[src/rtl/hazard_if.sv]
`default_nettype none
// ---------------------------------------------------------------------------
// hazard_if : pipeline <-> hazard unit signal bundle.  Rev 1.0
// ---------------------------------------------------------------------------
interface hazard_if #(
  parameter int CNT_W = 32
);
  logic [4:0]       rs1_D, rs2_D;
  logic [4:0]       rs1_E, rs2_E, rd_E;
  logic [4:0]       rd_M, rd_W;
  logic             ctrl_register_file_WE_E, ctrl_register_file_WE_M, ctrl_register_file_WE_W;
  logic             ctrl_result_E;
  logic             branch_taken_E;
  logic             mem_req_M, mem_ready_M;
  logic             stall_F, stall_D, stall_E, stall_M;
  logic             flush_D, flush_E, flush_W;
  logic [1:0]       forward_A_E, forward_B_E;
  logic             mem_fault;
  logic [CNT_W-1:0] stall_cycles, flush_events;

  // master: the hazard unit itself; slave: the pipeline it controls
  modport master (
    input  rs1_D, rs2_D, rs1_E, rs2_E, rd_E, rd_M, rd_W,
    input  ctrl_register_file_WE_E, ctrl_register_file_WE_M, ctrl_register_file_WE_W,
    input  ctrl_result_E, branch_taken_E, mem_req_M, mem_ready_M,
    output stall_F, stall_D, stall_E, stall_M, flush_D, flush_E, flush_W,
    output forward_A_E, forward_B_E, mem_fault, stall_cycles, flush_events
  );

  modport slave (
    output rs1_D, rs2_D, rs1_E, rs2_E, rd_E, rd_M, rd_W,
    output ctrl_register_file_WE_E, ctrl_register_file_WE_M, ctrl_register_file_WE_W,
    output ctrl_result_E, branch_taken_E, mem_req_M, mem_ready_M,
    input  stall_F, stall_D, stall_E, stall_M, flush_D, flush_E, flush_W,
    input  forward_A_E, forward_B_E, mem_fault, stall_cycles, flush_events
  );
endinterface
`default_nettype wire

[src/rtl/hazard_unit.sv]
`default_nettype none
// ---------------------------------------------------------------------------
// hazard_unit : stall/flush/forwarding control for the 5-stage RISC-V core.
// Rev 1.0
// ---------------------------------------------------------------------------
module hazard_unit #(
  parameter int CNT_W       = 32,
  parameter int MEM_TIMEOUT = 16
) (
  input  wire logic clk,
  input  wire logic rst,
  hazard_if.master  hz
);
  localparam int          WCW  = $clog2(MEM_TIMEOUT + 1) + 1;
  localparam logic [0:0]  RUN  = 1'b0;
  localparam logic [0:0]  WAIT = 1'b1;

  logic [0:0]       state;
  logic [WCW-1:0]   wait_cnt;
  logic             fault;
  logic [CNT_W-1:0] stall_cnt, flush_cnt;
  logic             mem_freeze, lw_stall, branch_act;
  logic [31:0]      wait_next;

  function automatic logic [1:0] fwd_sel(input logic [4:0] rs);
    if (hz.ctrl_register_file_WE_M && hz.rd_M != 5'd0 && hz.rd_M == rs)
      return 2'b10;
    else if (hz.ctrl_register_file_WE_W && hz.rd_W != 5'd0 && hz.rd_W == rs)
      return 2'b01;
    else
      return 2'b00;
  endfunction

  assign hz.forward_A_E = fwd_sel(hz.rs1_E);
  assign hz.forward_B_E = fwd_sel(hz.rs2_E);

  assign mem_freeze = hz.mem_req_M & ~hz.mem_ready_M;
  assign lw_stall   = hz.ctrl_result_E & hz.ctrl_register_file_WE_E & (hz.rd_E != 5'd0) &
                      ((hz.rd_E == hz.rs1_D) | (hz.rd_E == hz.rs2_D));
  assign branch_act = hz.branch_taken_E & ~mem_freeze;

  always_comb begin
    hz.stall_F = 1'b0;
    hz.stall_D = 1'b0;
    hz.stall_E = 1'b0;
    hz.stall_M = 1'b0;
    hz.flush_D = 1'b0;
    hz.flush_E = 1'b0;
    hz.flush_W = 1'b0;
    if (mem_freeze) begin
      // Everything holds; a bubble drains into writeback while memory waits
      hz.stall_F = 1'b1;
      hz.stall_D = 1'b1;
      hz.stall_E = 1'b1;
      hz.stall_M = 1'b1;
      hz.flush_W = 1'b1;
    end else if (hz.branch_taken_E) begin
      hz.flush_D = 1'b1;
      hz.flush_E = 1'b1;
    end else if (lw_stall) begin
      hz.stall_F = 1'b1;
      hz.stall_D = 1'b1;
      hz.flush_E = 1'b1;
    end
  end

  // Fault is judged on the count value this cycle's increment produces
  assign wait_next = 32'(wait_cnt) + 32'd1;

  always_ff @(posedge clk) begin
    if (rst) begin
      state    <= RUN;
      wait_cnt <= '0;
      fault    <= 1'b0;
    end else begin
      case (state)
        RUN: begin
          if (mem_freeze) begin
            state    <= WAIT;
            wait_cnt <= '0;
            if (MEM_TIMEOUT <= 1) fault <= 1'b1;
          end
        end
        default: begin
          if (!mem_freeze) begin
            state <= RUN;
          end else begin
            if (wait_cnt != '1) wait_cnt <= wait_cnt + WCW'(1);
            if (wait_next >= 32'(MEM_TIMEOUT - 1)) fault <= 1'b1;
          end
        end
      endcase
    end
  end

  always_ff @(posedge clk) begin
    if (rst) begin
      stall_cnt <= '0;
      flush_cnt <= '0;
    end else begin
      if (hz.stall_F && stall_cnt != '1) stall_cnt <= stall_cnt + CNT_W'(1);
      if (branch_act && flush_cnt != '1) flush_cnt <= flush_cnt + CNT_W'(1);
    end
  end

  assign hz.mem_fault    = fault;
  assign hz.stall_cycles = stall_cnt;
  assign hz.flush_events = flush_cnt;
endmodule
`default_nettype wire

[src/flat_wrapper.sv]
// flat-port wrapper written by rule: the top's interface ports become plain ports
module hazard_unit_flat 
#(
  parameter int CNT_W       = 32,
  parameter int MEM_TIMEOUT = 16
)
  (clk, rst, hz_rs1_D, hz_rs2_D, hz_rs1_E, hz_rs2_E, hz_rd_E, hz_rd_M, hz_rd_W, hz_ctrl_register_file_WE_E, hz_ctrl_register_file_WE_M, hz_ctrl_register_file_WE_W, hz_ctrl_result_E, hz_branch_taken_E, hz_mem_req_M, hz_mem_ready_M, hz_stall_F, hz_stall_D, hz_stall_E, hz_stall_M, hz_flush_D, hz_flush_E, hz_flush_W, hz_forward_A_E, hz_forward_B_E, hz_mem_fault, hz_stall_cycles, hz_flush_events);
  hazard_if #(.CNT_W(CNT_W)) hz_i ();
  input  wire logic clk;
  input  wire logic rst;
  input wire logic [$bits(hz_i.rs1_D)-1:0] hz_rs1_D;
  input wire logic [$bits(hz_i.rs2_D)-1:0] hz_rs2_D;
  input wire logic [$bits(hz_i.rs1_E)-1:0] hz_rs1_E;
  input wire logic [$bits(hz_i.rs2_E)-1:0] hz_rs2_E;
  input wire logic [$bits(hz_i.rd_E)-1:0] hz_rd_E;
  input wire logic [$bits(hz_i.rd_M)-1:0] hz_rd_M;
  input wire logic [$bits(hz_i.rd_W)-1:0] hz_rd_W;
  input wire logic [$bits(hz_i.ctrl_register_file_WE_E)-1:0] hz_ctrl_register_file_WE_E;
  input wire logic [$bits(hz_i.ctrl_register_file_WE_M)-1:0] hz_ctrl_register_file_WE_M;
  input wire logic [$bits(hz_i.ctrl_register_file_WE_W)-1:0] hz_ctrl_register_file_WE_W;
  input wire logic [$bits(hz_i.ctrl_result_E)-1:0] hz_ctrl_result_E;
  input wire logic [$bits(hz_i.branch_taken_E)-1:0] hz_branch_taken_E;
  input wire logic [$bits(hz_i.mem_req_M)-1:0] hz_mem_req_M;
  input wire logic [$bits(hz_i.mem_ready_M)-1:0] hz_mem_ready_M;
  output wire logic [$bits(hz_i.stall_F)-1:0] hz_stall_F;
  output wire logic [$bits(hz_i.stall_D)-1:0] hz_stall_D;
  output wire logic [$bits(hz_i.stall_E)-1:0] hz_stall_E;
  output wire logic [$bits(hz_i.stall_M)-1:0] hz_stall_M;
  output wire logic [$bits(hz_i.flush_D)-1:0] hz_flush_D;
  output wire logic [$bits(hz_i.flush_E)-1:0] hz_flush_E;
  output wire logic [$bits(hz_i.flush_W)-1:0] hz_flush_W;
  output wire logic [$bits(hz_i.forward_A_E)-1:0] hz_forward_A_E;
  output wire logic [$bits(hz_i.forward_B_E)-1:0] hz_forward_B_E;
  output wire logic [$bits(hz_i.mem_fault)-1:0] hz_mem_fault;
  output wire logic [$bits(hz_i.stall_cycles)-1:0] hz_stall_cycles;
  output wire logic [$bits(hz_i.flush_events)-1:0] hz_flush_events;
  assign hz_i.rs1_D = hz_rs1_D;
  assign hz_i.rs2_D = hz_rs2_D;
  assign hz_i.rs1_E = hz_rs1_E;
  assign hz_i.rs2_E = hz_rs2_E;
  assign hz_i.rd_E = hz_rd_E;
  assign hz_i.rd_M = hz_rd_M;
  assign hz_i.rd_W = hz_rd_W;
  assign hz_i.ctrl_register_file_WE_E = hz_ctrl_register_file_WE_E;
  assign hz_i.ctrl_register_file_WE_M = hz_ctrl_register_file_WE_M;
  assign hz_i.ctrl_register_file_WE_W = hz_ctrl_register_file_WE_W;
  assign hz_i.ctrl_result_E = hz_ctrl_result_E;
  assign hz_i.branch_taken_E = hz_branch_taken_E;
  assign hz_i.mem_req_M = hz_mem_req_M;
  assign hz_i.mem_ready_M = hz_mem_ready_M;
  assign hz_stall_F = hz_i.stall_F;
  assign hz_stall_D = hz_i.stall_D;
  assign hz_stall_E = hz_i.stall_E;
  assign hz_stall_M = hz_i.stall_M;
  assign hz_flush_D = hz_i.flush_D;
  assign hz_flush_E = hz_i.flush_E;
  assign hz_flush_W = hz_i.flush_W;
  assign hz_forward_A_E = hz_i.forward_A_E;
  assign hz_forward_B_E = hz_i.forward_B_E;
  assign hz_mem_fault = hz_i.mem_fault;
  assign hz_stall_cycles = hz_i.stall_cycles;
  assign hz_flush_events = hz_i.flush_events;
  hazard_unit #(.CNT_W(CNT_W), .MEM_TIMEOUT(MEM_TIMEOUT)) u_core (.clk(clk), .rst(rst), .hz(hz_i));
endmodule
[config.mk]
export PLATFORM = sky130hd
export DESIGN_NAME = hazard_unit_flat
export DESIGN_NICKNAME = d
export VERILOG_FILES = /design/src/rtl/hazard_if.sv /design/src/rtl/hazard_unit.sv /design/src/flat_wrapper.sv
export SDC_FILE = /design/constraint.sdc
export NUM_CORES = 1
export LEC_CHECK = 0
export ABC_AREA = 0
export BUFFER_PORTS_ARGS = -buffer_cell sky130_fd_sc_hd__buf_2
export CORE_ASPECT_RATIO = 0.5
export CORE_UTILIZATION = 40
export CTS_CLUSTER_DIAMETER = 80
export DETAILED_ROUTE_END_ITERATION = 12
export HOLD_SLACK_MARGIN = 0.02
export PLACE_DENSITY = 0.67
export SETUP_SLACK_MARGIN = 0.02
export SKIP_CTS_REPAIR_TIMING = 1
export SYNTH_ARGS = -nofsm -noshare
export SYNTH_HDL_FRONTEND = slang
export SYNTH_SLANG_ARGS = --single-unit
[constraint.sdc]
create_clock -name clk -period 2.05 [get_ports clk]
set_clock_uncertainty 0.15 [all_clocks]
set_input_delay 0 -clock clk [delete_from_list [all_inputs] [get_ports clk]]
set_output_delay 0 -clock clk [all_outputs]
set_load 0.01 [all_outputs]
==> key figures, run 1 <==
Outcome
  – Failing checks: setup timing
  – Status: complete, but fails checks

Floorplanning
  – Core area: 9697 um^2
  – Initial core utilization: 0.4218
  – Core Rows: 25
  – Die W: 145.0 um
  – Die area: 10660 um^2
  – Die Span Y: around 74 um
  – IO Pins: 120

Final layout
  – # fillers: a little over 800
  – Area grow syn2layout: 52.49%
  – Nets: 747
  – Antenna fix cells: 0
  – Ratio of cells with drive above 1 in the final layout: 0.4602
  – Final core utilization: 0.6432

Drt
  – Wire length on met3: between 400 and 500 um
  – WL final: between 10 and 15 mm
  – Top layer used by detailed routing: met4
  – DR pass1 iterations: 4
  – Iter 0 DRT Violations: 131
  – M1 WL: 5.328 mm
  – Met2 Wirelength: 5.844 mm
  – Antenna-violating nets left: 0
  – DR WL/cell: roughly 14 um
  – Vias: between 4000 and 5000
  – Drc violations: 0
  – Via/cell ratio: 5.306

Global route
  – GRT overflow: 0
  – Total GRT Usage: 0.2146
  – Largest net degree at the start of global routing: 30
  – Global-route wire length before repair: 18.46 mm
  – Initial antenna violation count: 0
  – Vias in the first global route: 4142

Worst setup path
  – Crit path arrival time: around 2.3 ns
  – R2R setup slack: -0.1 ns
  – Worst r2r src: u_core.hz.stall_cycles[0]$_SDFFE_PP0P_
  – CP Capture Type: flop
  – Worst path required time: 2.17 ns
  – Worst reg2reg path depth: 7
  – CP Max Fanout: 3
  – Reg2reg end: u_core.hz.stall_cycles[19]$_SDFFE_PP0P_
  – Crit path kind: reg -> reg
  – CP Launch Type: flop

Clock tree
  – Clk root buf: clkbuf_16
  – CTS H-tree depth: 3
  – Deepest clock path buffer count: 2
  – CTS clk-pin slew, worst paths: 0.06 ns
  – Clk sink count: 72
  – CTS buffer count: 9
  – Worst-skew pair later-pin latency: 0.34 ns
  – TritonCTS clock tree: yes

Yosys
  – Syn_nets: 542
  – Synth Area per Inst: 8.280 um^2
  – Commonest cells in the netlist: dfxtp_1, nor2_1, xor2_1, nand2_1
  – Cell taking the most area after synthesis: dfxtp_1
  – Prevailing post-synth register cell: dfxtp_1
  – Seq/Total Area, Yosys: 0.3524
  – Synth top area share: 0.3524
  – Top post-synthesis cells by area: dfxtp_1, xor2_1, nor2_1
  – Synth warnings: 0
  – Most common cell in the synthesized netlist: dfxtp_1
  – #FFs+latches synth: a little over 70
  – Synth cell types: 50
  – Async SR Flop Fraction: 0
  – Synthesized area: between 4000 and 5000 um^2
  – Cells after Synth: 494
  – Post-synth EDFFs: 0

STA
  – Tcrit/Tclk final: 1.048
  – Worst-Margin Slew: 0.5991 ns
  – Fin. max-slew vios: 0
  – RSZ-0062 raised after global routing: yes
  – Fin. Hold Viols: 0
  – Max Freq: 465.6 MHz
  – Final setup fails: 12
  – Final WS setup: -0.09775 ns
  – Max transition margin: 0.6006
  – Min Tclk post-route: 2.148 ns

Min path
  – Worst Hold Class: in -> reg
  – Min-delay src: hz_branch_taken_E
  – Hold depth: 4
  – Worst Hold End: u_core.hz.stall_cycles[24]$_SDFFE_PP0P_

Run
  – Max_cap viols: 0

Power and ir drop
  – PwrDens: between 500 and 600 nW/um^2
  – Tot Pwr: 3.402 mW
  – Leak Pwr: between 2 and 3 nW
  – Max IR drop VDD: 0.4111 mV

Placement
  – RD Place Congestion: 0.8385
  – Detailed placement HPWL: around 8.5 mm
  – Buffers on Ports: 119
## state kept, by name, summed over array words and instances, names as in the netlist
register	count
u_core.hz.flush_events	32
u_core.hz.mem_fault	1
u_core.hz.stall_cycles	32
u_core.state	1
u_core.wait_cnt	6
## cell type report
class                           instances  area, um^2  share of cell area
Inverter                                6       22.52            0.003611
Timing Repair Buffer                  216        1340              0.2148
Clock buffer                           11       232.7             0.03731
Tap cell                              135       168.9             0.02708
Sequential cell                        72        1481              0.2375
Clock inverter                          5       81.33             0.01304
Multi-Input combinational cell        394        2910              0.4666
## routing by layer
metal | global-route usage | up-vias
met1 | 0.2479 | 2124
met2 | 0.4012 | 101
li1 | - | 2212
met3 | 0.05466 | 15
met5 | 0 | -
met4 | 0.05792 | 0
## logic make-up after synthesis
| family | Yosys count | share of synthesized area |
|---|---|---|
| AO/OA/AOI/OAI | 67 | 0.09911 |
| flip-flops | 72 | 0.3524 |
| XOR/XNOR | 70 | 0.1499 |
| multiplexers | 5 | 0.01346 |
| buffers and inverters | 28 | 0.02937 |
| adder cells (fa/ha/maj) | 4 | 0.01224 |
| AND/OR/NAND/NOR | 248 | 0.3435 |
## layout by cell type (no fill, tap or decap), types with 3 or more instances in the layout
master | Yosys | routed
o21ai_1 | 1 | 3
buf_6 | 0 | 3
or3_4 | 0 | 7
a21oi_2 | 0 | 14
a21oi_1 | 28 | 14
buf_4 | 3 | 91
clkbuf_16 | 0 | 9
or4_1 | 14 | 8
o31ai_1 | 11 | 9
xnor2_1 | 21 | 21
buf_2 | 3 | 119
nor3_1 | 14 | 11
inv_1 | 6 | 6
nand4_1 | 22 | 22
and4_1 | 14 | 9
xor2_1 | 49 | 49
nor4_1 | 13 | 5
dfxtp_1 | 72 | 50
nor4_4 | 3 | 10
or4_4 | 0 | 6
nand2_1 | 32 | 29
o21ai_2 | 0 | 3
o21ai_0 | 14 | 9
and2_1 | 3 | 3
nor2b_1 | 4 | 4
dfxtp_4 | 0 | 5
and4_4 | 0 | 4
nor2_1 | 65 | 65
nand3_1 | 28 | 27
and3_1 | 11 | 11
mux2_2 | 4 | 3
dfxtp_2 | 0 | 17
## metrics by stage
stage	setup WS (ns)	hold slack, ns	instances	TNS (ns)	cell area (um^2)
after floorplan	-0.01717	-0.02074	494	-0.01994	4194
final	-0.09775	0.007357	839	-0.4320	6237
after CTS	-0.07323	-0.06637	831	-0.5903	5832
after global routing	-0.1748	0.03572	839	-1.800	6237
after detailed placement	-0.05958	0.2336	815	-0.4148	5518
after global placement	-0.009655	0.2336	815	-0.01575	5518
## worst max path at each step
stage | start | end | slack [ns] | cells past startpoint
finish | u_core.hz.stall_cycles[0]$_SDFFE_PP0P_ | u_core.hz.stall_cycles[19]$_SDFFE_PP0P_ | -0.1 | 7
global placement | u_core.hz.stall_cycles[0]$_SDFFE_PP0P_ | u_core.hz.stall_cycles[17]$_SDFFE_PP0P_ | -0.01 | 7
floorplan | u_core.hz.stall_cycles[0]$_SDFFE_PP0P_ | u_core.hz.stall_cycles[29]$_SDFFE_PP0P_ | -0.02 | 8
CTS | u_core.hz.stall_cycles[0]$_SDFFE_PP0P_ | u_core.hz.stall_cycles[29]$_SDFFE_PP0P_ | -0.07 | 8
global route | u_core.hz.stall_cycles[0]$_SDFFE_PP0P_ | u_core.hz.stall_cycles[26]$_SDFFE_PP0P_ | -0.17 | 8
detailed placement | u_core.hz.stall_cycles[0]$_SDFFE_PP0P_ | u_core.hz.stall_cycles[4]$_SDFFE_PP0P_ | -0.06 | 8
## worst max-delay path, stage by stage (launching register included)
cell and delay, ns:
dfxtp_4 0.35, ha_4 0.15, and4_1 0.19, and4b_1 0.21, and3_4 0.20, nor4_4 0.21
or4b_4 0.51, a21oi_2 0.13
## power by group
group | switching, mW | internal, mW
Clock | 0.615 | 1.07
Combinational | 0.180 | 0.131
Sequential | 0.00696 | 1.40
Total | 0.802 | 2.60
Power figures use the tool's default switching activity.
==> run 2: changes to the inputs <==
--- a/config.mk
+++ b/config.mk
@@ -6,15 +6,13 @@
 export NUM_CORES = 1
 export LEC_CHECK = 0
 export ABC_AREA = 0
-export BUFFER_PORTS_ARGS = -buffer_cell sky130_fd_sc_hd__buf_2
 export CORE_ASPECT_RATIO = 0.5
 export CORE_UTILIZATION = 40
 export CTS_CLUSTER_DIAMETER = 80
 export DETAILED_ROUTE_END_ITERATION = 12
-export HOLD_SLACK_MARGIN = 0.02
-export PLACE_DENSITY = 0.67
+export DONT_BUFFER_PORTS = 1
+export HOLD_SLACK_MARGIN = 0.15
 export SETUP_SLACK_MARGIN = 0.02
-export SKIP_CTS_REPAIR_TIMING = 1
 export SYNTH_ARGS = -nofsm -noshare
 export SYNTH_HDL_FRONTEND = slang
 export SYNTH_SLANG_ARGS = --single-unit
==> run 2 against run 1 <==
The flow finishes with violations (hold timing, setup timing). Hold slack worse by 0.42 ns. First-iteration DRC count is 41% higher. Largest power group unchanged. Clock-buffer cell count decreased by 1. Largest cell class unchanged. Wire length increased by 1.3%. Sequential power hardly changed. Highest routed layer unchanged. Critical path depth stayed put.
==> key figures, run 2 (synthesized netlist as in run 1, its figures left out) <==
Placement
  – Detailed placement HPWL: 8.101 mm (-4.8%)
  – Placed Area: 4960 um^2 (-10%)
  – DP Cell Count: 701 (-14%)
  – Buffers on Ports: 0 (-100%)
  – RD Place Congestion: 0.8184 (-2.4%)

Clock tree
  – CTS buffer count: 9 (unchanged)
  – Worst-skew pair later-pin latency: 0.33 ns (about the same)
  – Clk sink count: 72 (unchanged)
  – CTS Hold Bufs: 36
  – CTS H-tree depth: 3 (unchanged)
  – CTS clk-pin slew, worst paths: 0.06 ns (about the same)
  – TritonCTS clock tree: yes
  – Deepest clock path buffer count: 2 (unchanged)
  – Clk root buf: clkbuf_16

Power and ir drop
  – Sw frac: 0.2191 (-0.01656)
  – Clock Power Share: 0.502 (+0.008)
  – P_int: 2.620 mW (+0.73%)
  – PwrDens: 574.2 nW/um^2 (+5.3%)
  – Comb pwr share: 0.077 (-0.014)
  – Net Switching: 735.0 uW (-8.3%)
  – Tot Pwr: 3.355 mW (-1.4%)
  – Flop pwr share: 0.421 (+0.007)
  – Leak Pwr: 2.263 nW (-16%)
  – Max IR drop VDD: 0.3947 mV (-4.0%)

Worst setup path
  – CP max stage cell: dfxtp_4
  – Worst path required time: 2.11 ns (-0.06 ns)
  – Ordered cell list for the critical path: ha_4 -> and4_1 -> and4b_1 -> and3_4 -> nor4_4 -> and4_1 -> mux2_4
  – Crit path max-delay family: simple AND/OR/NAND/NOR gates
  – Worst reg2reg path depth: 7 (unchanged)
  – Worst path depth: 7 (unchanged)
  – CP Max Fanout: 4 (+1)
  – Buf/Inv on CP: 0 (unchanged)
  – CP max stage delay: 0.35 ns (-0.16 ns)
  – CP dominant cell by count: and4_1
  – CP Capture Type: flop
  – CP Launch Type: flop
  – Crit path arrival time: 2.18 ns (-0.09 ns)
  – Crit path kind: reg -> reg

Global route
  – Vias in the first global route: 3961 (-4.4%)
  – Largest net degree at the start of global routing: 78 (+160%)
  – Initial antenna violation count: 0 (unchanged)
  – Global-route wire length before repair: 19.07 mm (+3.3%)
  – Total GRT Usage: 0.2225 (+0.007932)
  – GRT overflow: 0 (unchanged)

STA
  – RSZ-0062 raised after global routing: yes
  – Tcrit/Tclk final: 1.033 (-0.01423)
  – Fin Setup TNS: -0.3207 ns (+0.1112 ns)
  – Min Tclk post-route: 2.119 ns (-0.02917 ns)
  – Max transition margin: 0.2402 (-0.3604)
  – Final WS setup: -0.06858 ns (+0.02917 ns)
  – Max Freq: 472.0 MHz (+1.4%)
  – Hold WS: -0.4112 ns (-0.4185 ns)
  – Fin. max-slew vios: 0 (unchanged)
  – Worst-Margin Slew: 1.140 ns (+0.5407 ns)
  – Final setup fails: 9 (-3)
  – Fin. Hold Viols: 66 (+66)

Min path
  – Hold depth: 1 (-3)
  – Worst Hold Class: in -> reg

Drt
  – WL final: 11.95 mm (+1.3%)
  – Via/cell ratio: 5.483 (+3.3%)
  – Iter 0 DRT Violations: 185 (+41%)
  – Wire length on met3: 809 um (+66%)
  – Antenna-violating nets left: 0 (unchanged)
  – Met2 Wirelength: 5.709 mm (-2.3%)
  – M1 WL: 5.252 mm (-1.4%)
  – Drc violations: 0 (unchanged)
  – DR pass1 iterations: 4 (unchanged)
  – Top layer used by detailed routing: met4
  – DR WL/cell: 15.78 um (+12%)
  – Vias: 4151 (-6.8%)

Floorplanning
  – Core area: 9697 um^2 (unchanged)
  – Die area: 10660 um^2 (unchanged)
  – Core Rows: 25 (unchanged)
  – Initial core utilization: 0.4218 (unchanged)
  – Die Span Y: 73.51 um (unchanged)
  – IO Pins: 120 (unchanged)
  – Die W: 145.0 um (unchanged)

Final layout
  – Most frequent cells in the layout: buf_4, nor2_1, dfxtp_1
  – Final Cell Area: 5842 um^2 (-6.3%)
  – Area grow syn2layout: 42.83%
  – Ratio of cells with drive above 1 in the final layout: 0.2830 (-0.1773)
  – Nets: 665 (-11%)
  – Antenna fix cells: 0 (unchanged)
  – Final Instance Count excl. Fillers: 757 (-9.8%)
  – Most common cell after layout, fill and taps aside: buf_4

Outcome
  – Status: complete, but fails checks
  – Failing checks: hold timing, setup timing

Run
  – Max_cap viols: 0 (unchanged)
==> run 2: cell count changes in the layout (fill, tap and decap cells not counted), sizes merged <==
cell         before  now
clkbuf           12   10
clkinv            2    3
buf             213   98
dlygate4sd3       2   36
==> run 2: layout make-up <==
type / count / area [um^2]
Tap cell: 135 / 168.9
Multi-Input combinational cell: 394 / 2759
Timing Repair Buffer: 134 / 1104
Sequential cell: 72 / 1466
Clock buffer: 10 / 239.0
Fill cell: 837 / 3855
Inverter: 6 / 22.52
Clock inverter: 6 / 82.58
==> run 2: layer usage <==
layer  GRT usage  up-vias
met5           0        -
met4     0.06856        0
met3     0.06335       16
met2      0.4033      127
met1      0.2593     1965
li1            -     2043
==> run 2: path summary, 6_finish.rpt <==
| check | startpoint | to | slack (ns) |
|---|---|---|---|
| max | u_core.hz.stall_cycles[0]$_SDFFE_PP0P_ | u_core.hz.stall_cycles[17]$_SDFFE_PP0P_ | -0.07 |
| min | rst | u_core.hz.stall_cycles[4]$_SDFFE_PP0P_ | -0.41 |
| max reg2reg | u_core.hz.stall_cycles[0]$_SDFFE_PP0P_ | u_core.hz.stall_cycles[17]$_SDFFE_PP0P_ | -0.07 |
| min reg2reg | u_core.wait_cnt[1]$_SDFFE_PP0P_ | u_core.wait_cnt[1]$_SDFFE_PP0P_ | 0.42 |
==> run 2: power by group through the flow <==
stage / sequential [mW] / clock [mW] / combinational (mW)
after floorplan: 1.45 / 0 / 0.138
after global placement: 1.44 / 0 / 0.180
after detailed placement: 1.44 / 0 / 0.181
after CTS: 1.41 / 1.73 / 0.242
after global routing: 1.41 / 1.78 / 0.277
final: 1.41 / 1.68 / 0.258
==> run 2: through the flow <==
step                      setup WS [ns]  utilization
after floorplan                -0.01717            -
after global placement         -0.03634       0.5115
after detailed placement       -0.07252       0.5115
after CTS                      -0.06101       0.5893
after global routing            -0.1502       0.6025
final                          -0.06858       0.6025
==> run 2: timing repair <==
action	in CTS	in global routing
pin swaps	7	2
setup buffers	3	1
hold endpoints to repair	79	66
setup endpoints to repair	14	38
gates resized for setup	9	24
==> run 2: worst register-to-register path, cell delays in order (launching register included) <==
cell	delay [ns]
dfxtp_4	0.35
ha_4	0.15
and4_1	0.18
and4b_1	0.21
and3_4	0.21
nor4_4	0.19
and4_1	0.26
mux2_4	0.31
